[config.mk]
export PLATFORM = sky130hd
export DESIGN_NAME = updi_sat_counter
export DESIGN_NICKNAME = d
export VERILOG_FILES = /design/src/rtl/updi_sat_counter.sv
export SDC_FILE = /design/constraint.sdc
export NUM_CORES = 1
export LEC_CHECK = 0
export CAP_MARGIN = 20
export CORE_AREA = 2 2 39 41
export DETAILED_ROUTE_END_ITERATION = 8
export DIE_AREA = 0 0 41 43
export GPL_TIMING_DRIVEN = 0
export SKIP_CTS_REPAIR_TIMING = 1
export SYNTH_ARGS = -nofsm -noshare
export SYNTH_HDL_FRONTEND = slang
export SYNTH_SLANG_ARGS = --single-unit
[constraint.sdc]
create_clock -name clk_i -period 1.7 [get_ports clk_i]
set_input_delay 0.34 -clock clk_i [delete_from_list [all_inputs] [get_ports clk_i]]
set_output_delay 0.34 -clock clk_i [all_outputs]
set_load 0.005 [all_outputs]
[src/rtl/updi_sat_counter.sv]
// Saturating up-counter; a clear takes precedence over an increment.
module updi_sat_counter #(
    parameter int CNT_WIDTH = 8
) (
    input  logic                 clk_i,
    input  logic                 rst_i,
    input  logic                 inc_i,
    input  logic                 clr_i,
    output logic [CNT_WIDTH-1:0] cnt_o
);

    logic [CNT_WIDTH-1:0] cnt_q;
    logic [CNT_WIDTH-1:0] cnt_d;

    always_comb begin
        cnt_d = cnt_q;
        if (clr_i) begin
            cnt_d = '0;
        end else if (inc_i && (cnt_q != {CNT_WIDTH{1'b1}})) begin
            cnt_d = cnt_q + 1'b1;
        end
    end

    always_ff @(posedge clk_i or posedge rst_i) begin
        if (rst_i) begin
            cnt_q <= '0;
        end else begin
            cnt_q <= cnt_d;
        end
    end

    assign cnt_o = cnt_q;

endmodule

==> implementation parameters <==
Parameter                              Value

STA
  Final max-slew violation count ... 0
  Post-Route Skew ... 0.0004947 ns
  Time the final worst path needs with I/O delays and setup ... 1.640 ns
  Setup TNS after final layout ... 0 ns
  Slew at the pin closest to its max-slew limit ... 0.4120 ns
  Slew margin rel. ... 72.53%
  Endpoints failing hold ... 0
  Final worst slack ... 0.05981 ns
  Number of setup violations in the final report ... 0
  Fmax ... 0.6097 GHz
  Unrepaired setup endpoints after global routing ... false
  Post-route clock period utilization ... 96.48%

Setup path
  End of the worst register-to-register path ... cnt_o[5]
  Buffer and inverter count on the worst path ... 0
  Top Family by Delay on Critical Path ... flip-flops
  Crit-path max FO ... 5
  Type of origin of the critical path ... register
  Worst r2r src ... cnt_o[0]
  Setup crit start ... cnt_o[0]
  Total number of cells along the worst setup path ... 4
  Worst Reg2Reg Path Length in Cells ... 4
  Cell chain of the critical path ... ha_1 > and3_1 > a211oi_2 > mux2_4
  Cell with the largest stage delay on the worst path ... sky130_fd_sc_hd__dfrtp_1
  Classification of the worst setup path ... reg2reg
  Element type at the critical path end ... register
  Reg2Reg Setup Slack ... 0.06 ns
  Critical path capture point ... cnt_o[5]
  Worst EP arrival ... 1.78 ns
  Crit path largest cell delay ... 0.42 ns
  Critical Path RT ... 1.84 ns

Synthesis
  Synth top cells by count ... 8 x sky130_fd_sc_hd__dfrtp_1, 4 x sky130_fd_sc_hd__mux2_4, 4 x sky130_fd_sc_hd__nand2_1, 4 x sky130_fd_sc_hd__nor2_1, 4 x sky130_fd_sc_hd__nor2b_1
  Number of enable-type register cells in the synthesized netlist ... 0
  Async set or reset register ratio after synthesis ... 100.0%
  Synth top area share ... 39.70%
  Most instantiated flip-flop cell in the synthesis netlist ... sky130_fd_sc_hd__dfrtp_1
  Unique masters post-synth ... 25
  Seq/Total Area, Yosys ... 39.70%
  Synthesized Nets ... 54
  Biggest area consumer among synthesized cells ... sky130_fd_sc_hd__dfrtp_1
  Synthesized area per cell ... 10.29 um^2
  Number of synthesis warnings ... 0
  Most frequently used cell type in the post-synthesis netlist ... sky130_fd_sc_hd__dfrtp_1
  Post-Synthesis Cells ... 49
  Area contributors post-synth ... sky130_fd_sc_hd__dfrtp_1 40%, sky130_fd_sc_hd__mux2_4 12%, sky130_fd_sc_hd__nor2b_1 5.0%
  Synthesized flop and latch total ... 8
  Post-synthesis instance area ... 504.2 um^2

Final layout
  Core Util, Final ... 46.75%
  Antenna cell count ... 0
  Fill cells ... 148
  Signed area change from the synthesized netlist to the final layout ... 28.29%
  Final net count ... 69
  Flip-flop count of the largest register, all copies and words added ... 8
  Post-route cell area ... 646.9 um^2
  Fraction of layout instances using a drive strength above 1 ... 19.35%

Clock tree
  Level count of the clock H-tree ... 1
  Number of buffers inserted during clock tree synthesis ... 3
  Max clock buf depth ... 2
  Library cell used as clock root buffer ... sky130_fd_sc_hd__clkbuf_4
  Clock-pin slew reported for the worst setup and hold paths after clock tree synthesis ... 0.06 ns
  TritonCTS Sinks ... 8
  Clock insertion delay at the later pin of the skew report ... 0.25 ns
  TritonCTS clock tree ... yes

Global route
  Initial antenna violation count ... 0
  Largest net degree at the start of global routing ... 11
  Grt total ovfl ... 0
  GRT Total Usage ... 14.13%
  Wire length of the first global-routing pass ... 1642 um
  Vias in the first global route ... 376

Routing
  Per-cell routed wire length ... 12.17 um
  Detailed Routing Iterations Pass 1 ... 4
  Post-Route WL ... 949 um
  Final routed DRC violation total ... 0
  Via/cell ratio ... 5.167
  Final ANT Viol Nets ... 0
  Vias after detailed routing ... 403
  Iteration-0 DRC Markers ... 15

Placement
  Total cell area at the placement stage ... 624.3 um^2
  Worst slack after detailed placement ... -0.1453 ns
  DPL Wire Length ... 707.4 um
  Placer's final routability congestion estimate ... 0.7265
  Port Buffer Count ... 10

Floorplan
  Die extent in y ... 43 um
  Horizontal die dimension ... 41 um
  Core outline area ... 0.001384 mm^2
  Count of pins on the block boundary ... 12
  Overall die area ... 0.001763 mm^2
  Starting density of the core ... 36.44%
  Core Rows ... 14

Power
  Peak supply drop ... 0.0002647 V
  Static leakage power ... 0.2897 nW
  Total power density per cell area ... 607.7 mW/mm^2

Flow run
  Maximum capacitance violations ... 0

Min path
  Worst min path class ... in2async

Status
  Result of the run ... finished, final reports clean
## stage by stage
stage | instances | power, mW | hold slack, ns
2_1_floorplan | 49 | 0.2260 | 0.1557
3_3_place_gp | 75 | 0.2457 | 0.5574
3_5_place_dp | 75 | 0.2466 | 0.5816
4_1_cts | 78 | 0.4008 | 0.3474
5_1_grt | 78 | 0.4159 | 0.3920
6_report | 78 | 0.3931 | 0.3330
## per-layer routing
layer,track usage [%],part of all wire (%),up-vias
met4,10.00,0.95,0
met2,18.75,47,6
li1,-,-,204
met5,0,0,-
met3,3.141,3.8,2
met1,19.28,48,191
## placed cells by master, fill, tap and decap left out, drive strengths merged, types with 4 or more instances in the layout
cell type	n
nor2	4
a21oi	4
clkdlybuf4s50	10
nor2b	4
nand2	4
mux2	4
clkbuf	4
dfrtp	8
## final cells by class
class                           count  area [um^2]  share of cell area, %
Multi-Input combinational cell     37        281.5                  43.52
Tap cell                           16        20.02                  3.095
Timing Repair Buffer               10        100.1                  15.47
Inverter                            2        7.507                  1.161
Sequential cell                     8        200.2                  30.95
Clock buffer                        3        22.52                  3.482
Buffer                              2        15.01                  2.321
## worst min-delay path by stage
stage	start	endpoint	slack, ns
floorplan	rst_i	cnt_o[0]	0.16
global placement	cnt_o[1]	cnt_o[1]	0.56
detailed placement	cnt_o[1]	cnt_o[1]	0.58
CTS	rst_i	cnt_o[5]	0.35
global route	rst_i	cnt_o[3]	0.39
finish	rst_i	cnt_o[0]	0.33
## cell families (layout without fill, tap and decap cells)
kind of cell             count (synthesis)  in the layout  synth area share [%]
multiplexers                             5              5                 13.90
buffers and inverters                    4             17                 4.466
AO/OA/AOI/OAI                            9              9                 15.63
adder cells (fa/ha/maj)                  1              1                 2.481
flip-flops                               8              8                 39.70
AND/OR/NAND/NOR                         22             22                 23.82
## power by group
part           internal, mW  switching (mW)
registers             0.195         0.00532
logic                0.0226          0.0190
clock network        0.0812          0.0699
total                 0.299          0.0943
No activity file was read; power rests on OpenSTA's default activity.
